[config.mk]
export PLATFORM = sky130hd
export DESIGN_NAME = zram_arbiter
export DESIGN_NICKNAME = d
export VERILOG_FILES = /design/src/rtl/zram_arbiter.sv
export SDC_FILE = /design/constraint.sdc
export NUM_CORES = 1
export LEC_CHECK = 0
export CORE_MARGIN = 2
export CORE_UTILIZATION = 41
export DETAILED_ROUTE_END_ITERATION = 10
export PLACE_DENSITY = 0.84
export SLEW_MARGIN = 20
export SYNTH_ARGS = -nofsm -noshare
export SYNTH_HDL_FRONTEND = slang
export SYNTH_SLANG_ARGS = --single-unit
[constraint.sdc]
create_clock -name clock_i -period 2.65 [get_ports clock_i]
set_input_delay 0.53 -clock clock_i [delete_from_list [all_inputs] [get_ports clock_i]]
set_output_delay 0.53 -clock clock_i [all_outputs]
set_load 0.005 [all_outputs]
[src/rtl/zram_arbiter.sv]
// Three-way arbiter (video / CPU / loader) in front of a single-port zram, all RAM-side signals
// registered. Define ZARB_STATS_EN to build the saturating CPU wait-cycle counter on stat_cwait_o.
module zram_arbiter #(
    parameter int unsigned AW     = 16,
    parameter int unsigned DW     = 8,
    parameter int unsigned VBURST = 4
) (
    input  logic          clock_i,
    input  logic          resetn_i,
    input  logic          v_req_i,
    input  logic [AW-1:0] v_addr_i,
    output logic          v_ack_o,
    output logic          v_rvalid_o,
    input  logic          c_req_i,
    input  logic [AW-1:0] c_addr_i,
    input  logic          c_we_i,
    input  logic [DW-1:0] c_wdata_i,
    output logic          c_ack_o,
    output logic          c_rvalid_o,
    input  logic          l_req_i,
    input  logic [AW-1:0] l_addr_i,
    input  logic          l_we_i,
    input  logic [DW-1:0] l_wdata_i,
    output logic          l_ack_o,
    output logic          l_rvalid_o,
    output logic [DW-1:0] rdata_o,
    output logic [AW-1:0] ram_address_o,
    output logic [DW-1:0] ram_data_o,
    output logic          ram_wren_o,
    input  logic [DW-1:0] ram_q_i,
    output logic [15:0]   stat_cwait_o
);

    typedef enum logic [1:0] {PNone, PVid, PCpu, PLdr} port_e;

    localparam logic [3:0] BurstMax = 4'(VBURST);

    logic          v_ack_q, c_ack_q, l_ack_q;
    logic          elig_v, elig_c, elig_l, other_pend;
    port_e         grant, rd_tag_d, tag1_q, tag2_q;
    logic [3:0]    burst_d, burst_q;
    logic          rr_d, rr_q; // 0: CPU preferred, 1: loader preferred
    logic [AW-1:0] addr_d, addr_q;
    logic [DW-1:0] data_d, data_q, rdata_q;
    logic          wren_d, wren_q;

    always_comb begin
        elig_v     = v_req_i & ~v_ack_q;
        elig_c     = c_req_i & ~c_ack_q;
        elig_l     = l_req_i & ~l_ack_q;
        other_pend = elig_c | elig_l;

        grant = PNone;
        if (elig_v && !(other_pend && burst_q == BurstMax)) begin
            grant = PVid;
        end else if (elig_c && (!elig_l || !rr_q)) begin
            grant = PCpu;
        end else if (elig_l) begin
            grant = PLdr;
        end

        burst_d = '0;
        if (other_pend && grant == PVid) begin
            burst_d = (burst_q == BurstMax) ? burst_q : burst_q + 4'd1;
        end

        rr_d     = rr_q;
        addr_d   = addr_q;
        data_d   = data_q;
        wren_d   = 1'b0;
        rd_tag_d = PNone;
        unique case (grant)
            PVid: begin
                addr_d   = v_addr_i;
                rd_tag_d = PVid;
            end
            PCpu: begin
                rr_d     = 1'b1;
                addr_d   = c_addr_i;
                data_d   = c_wdata_i;
                wren_d   = c_we_i;
                rd_tag_d = c_we_i ? PNone : PCpu;
            end
            PLdr: begin
                rr_d     = 1'b0;
                addr_d   = l_addr_i;
                data_d   = l_wdata_i;
                wren_d   = l_we_i;
                rd_tag_d = l_we_i ? PNone : PLdr;
            end
            PNone: ;
        endcase
    end

    always_ff @(posedge clock_i or negedge resetn_i) begin
        if (!resetn_i) begin
            v_ack_q <= 1'b0;
            c_ack_q <= 1'b0;
            l_ack_q <= 1'b0;
            tag1_q  <= PNone;
            tag2_q  <= PNone;
            burst_q <= '0;
            rr_q    <= 1'b0;
            addr_q  <= '0;
            data_q  <= '0;
            wren_q  <= 1'b0;
            rdata_q <= '0;
        end else begin
            v_ack_q <= (grant == PVid);
            c_ack_q <= (grant == PCpu);
            l_ack_q <= (grant == PLdr);
            tag1_q  <= rd_tag_d;
            tag2_q  <= tag1_q;
            burst_q <= burst_d;
            rr_q    <= rr_d;
            addr_q  <= addr_d;
            data_q  <= data_d;
            wren_q  <= wren_d;
            rdata_q <= rdata_o;
        end
    end

    // zram's q_a is already registered, so read data passes straight through in T+2 and is
    // held afterwards so rdata_o stays stable between strobes.
    assign rdata_o       = (tag2_q != PNone) ? ram_q_i : rdata_q;
    assign v_ack_o       = v_ack_q;
    assign c_ack_o       = c_ack_q;
    assign l_ack_o       = l_ack_q;
    assign v_rvalid_o    = (tag2_q == PVid);
    assign c_rvalid_o    = (tag2_q == PCpu);
    assign l_rvalid_o    = (tag2_q == PLdr);
    assign ram_address_o = addr_q;
    assign ram_data_o    = data_q;
    assign ram_wren_o    = wren_q;

`ifdef ZARB_STATS_EN
    logic [15:0] cwait_d, cwait_q;

    always_comb begin
        cwait_d = cwait_q;
        if (c_req_i && !c_ack_q && cwait_q != 16'hFFFF) begin
            cwait_d = cwait_q + 16'd1;
        end
    end

    always_ff @(posedge clock_i or negedge resetn_i) begin
        if (!resetn_i) begin
            cwait_q <= '0;
        end else begin
            cwait_q <= cwait_d;
        end
    end

    assign stat_cwait_o = cwait_q;
`else
    assign stat_cwait_o = 16'h0000;
`endif

endmodule

==> flow_summary.ini <==
[route]
wl_per_cell_um = 15.6
drt-pass1-iter-count = 4
drc = 0
via_per_inst = 5.19
antenna_left = 0
vias = 2074
drtIter0Drc = 53
routed_wl_mm = 6.25

[clock_tree]
numCtsBuffers = 5
cts_buffer_depth = 2
clkSinkCount = 45
cts_setup_buffers = 0
cts-root-buf = clkbuf_8
clk_latency_ns = 0.30
cts_tree = built
cts.clk_slew.worst_paths_ns = 0.09
h-tree-depth = 2
cts-hold-fix-buffers = 0
cts_resized = 0

[yosys]
yosys.area.top_type = dfrtp_1
synthMuxAreaShare_pct = 6.53
ys_ff_latch = 45
synth_warnings = 0
synthSimpleGateAreaFrac_pct = 15.8
synth_adder_area_share_pct = 1.08
syn_area_per_cell_um2 = 11.0
ys_seq_area_share_pct = 48.6
synth_top_family_by_area = compound AO/OA/AOI/OAI gates
synth_top_area_share_pct = 48.6
syn_area_mm2 = 0.00232
ys_types = 34
synth_compound_area_share_pct = 18.3
synth_area_leaders = dfrtp_1, or3_1, a32o_1
syn_inst = 211
synthXorXnorAreaFrac_pct = 0.756

[final_layout]
syn_to_final_growth_pct = 54.7
post-route-util_pct = 65.5
num_antenna_cells = 0
num-fill-cells = 476
drive_gt1_share_pct = 8.84
final_area_mm2 = 0.00359
register_area_mm2 = 0.00113
multi_input_area_mm2 = 0.00104
nNetsFinal = 409

[place]
routabilityCongestion = 0.736
port_buffers = 117
pre_cts_ws_ns = 0.289
placed_area_mm2 = 0.00348
hpwlAfterDp_mm = 4.54

[timing]
report.final.slew_viol_count = 0
setup_viol = 0
fin_setup_tns_ns = 0
rsz0062_at_grt = no
finalCritPeriodShare_pct = 87.3
max_freq_ghz = 0.432
final_hold_viol_count = 0
tightestPinTransition_ns = 0.907
fin_crit_ns = 2.31
fin_ws_ns = 0.336
skew_ns = 0.0127
slew_headroom_pct = 39.4

[worst_hold_path]
hp-class = input pin to asynchronous set/reset pin

[power]
design_power_total_uw = 2060
vdd_drop_max_v = 0.000278
power_density_mw_per_mm2 = 575
p_leak_uw = 0.00154

[floorplan]
pin_count = 134
initial_core_util_pct = 42.4
core_mm2 = 0.00547
rows = 27
die_h_um = 79.2
chipWidth_um = 79.2
die-area_mm2 = 0.00627

[critical_path]
critPathBufInv = 2
cp-end-kind = output port
path_cells = nor2_1 > buf_4 > mux2_2 > clkdlybuf4s50_1
cp_top_family = buffers and inverters
worstPathMaxFanout = 8
crit_slowest_cell = clkdlybuf4s50_1
cp.arrival_ns = 1.78
critPathMaxStageDelay_ns = 0.46
worst_ep_required_time_ns = 2.12
path_class = flip-flop to output port
startpoint_type = flip-flop

[grt]
grt_max_degree = 32
grt-ovfl-total = 0
antenna_found_initial = 0
grt_pass1_wl_mm = 10.1
track_usage_pct = 20.4
grt_pass1_vias = 2184

[flow_run]
cap_violations = 0

[status]
status = finished, final reports clean
## placed cells by master (no fill, tap or decap), types with 2 or more instances in the layout
master	n
dfrtp_1	45
inv_1	3
a21o_1	18
nor2_1	9
mux2i_1	5
buf_4	6
conb_1	16
nor2b_1	4
a32o_1	16
clkbuf_8	5
mux2_2	9
a21oi_1	2
a22oi_1	3
nand2_1	9
o21ai_0	9
clkdlybuf4s50_1	116
ha_1	2
nand2b_1	2
or3_1	32
## final timing paths
check,cells after the start,from,endpoint,slack (ns)
setup / recovery,4,tag2_q[1],rdata_o[0],0.34
hold / removal,1,resetn_i,ram_address_o[13],0.07
setup reg to reg,6,burst_q[0],ram_address_o[1],0.79
hold reg to reg,0,tag1_q[1],tag2_q[1],0.35
max in group asynchronous,2,resetn_i,ram_data_o[1],2.04
min in group clock_i,0,tag1_q[1],tag2_q[1],0.35
## cell usage after synthesis, drive strengths merged
cell	n
a211oi	1
a21o	18
a21oi	2
a22oi	3
a32o	16
and2	1
and3	1
and3b	1
buf	22
clkbuf	6
conb	1
dfrtp	45
ha	2
inv	3
mux2	9
mux2i	5
nand2	9
nand2b	3
nand3	1
nor2	10
nor2b	5
o21a	2
o21ai	10
o22ai	1
or3	32
xnor2	1
xor2	1
## metal layers
| metal | routed length, um | track usage [%] | up-vias | share of wire (%) |
|---|---|---|---|---|
| met1 | 2510 | 22.7 | 1003 | 40 |
| met4 | 60 | 5.69 | 0 | 0.96 |
| met5 | 0 | 0 | - | 0 |
| met2 | 3090 | 37.5 | 100 | 49 |
| met3 | 591 | 6.25 | 7 | 9.5 |
| li1 | - | - | 964 | - |
## flip-flops by register name, indices dropped and copies added (netlist names)
register and flops:
burst_q 4, rr_q 1, v_ack_o 1, ram_data_o 8
rdata_q 8, l_ack_o 1, tag2_q 2, ram_address_o 16
c_ack_o 1, tag1_q 2, ram_wren_o 1
## kinds of logic (layout without fill, tap and decap cells)
kind of cell,count (synthesis),in the layout
adders and majority gates,2,2
buffers and inverters,31,133
AOI/OAI and AO/OA,53,53
xor gates and xnor gates,2,2
other,1,16
muxes,14,14
and+or+nand+nor,63,63
DFF,45,45
## power breakdown
group          switching [uW]  leakage, uW  internal, uW
sequential               60.9     0.000542           807
combinational             260     0.000940           439
clock                     222    0.0000540           274
## per-stage QoR
| step | cells | hold slack, ns |
|---|---|---|
| after global routing | 400 | 0.0709 |
| after CTS | 400 | 0.0680 |
| after floorplan | 226 | 0.234 |
| final | 400 | 0.0681 |
| after detailed placement | 393 | 0.336 |
| after global placement | 393 | 0.335 |
## area by class of cell
class / count / area share (%)
clock buffer: 5 / 1.92
inverter: 3 / 0.314
clock inverter: 2 / 0.977
sequential: 45 / 31.4
timing repair buffer: 123 / 33.8
tap: 72 / 2.51
multi-input combinational: 150 / 29.1
## worst reg2reg max path, delay by kind of cell (launching register included)
family	cells	cell delay, ns
AO/OA/AOI/OAI	2	0.34
adder cells (fa/ha/maj)	1	0.13
buffers and inverters	1	0.07
flip-flops	1	0.41
AND/OR/NAND/NOR	2	0.84
Power figures use the tool's default switching activity.
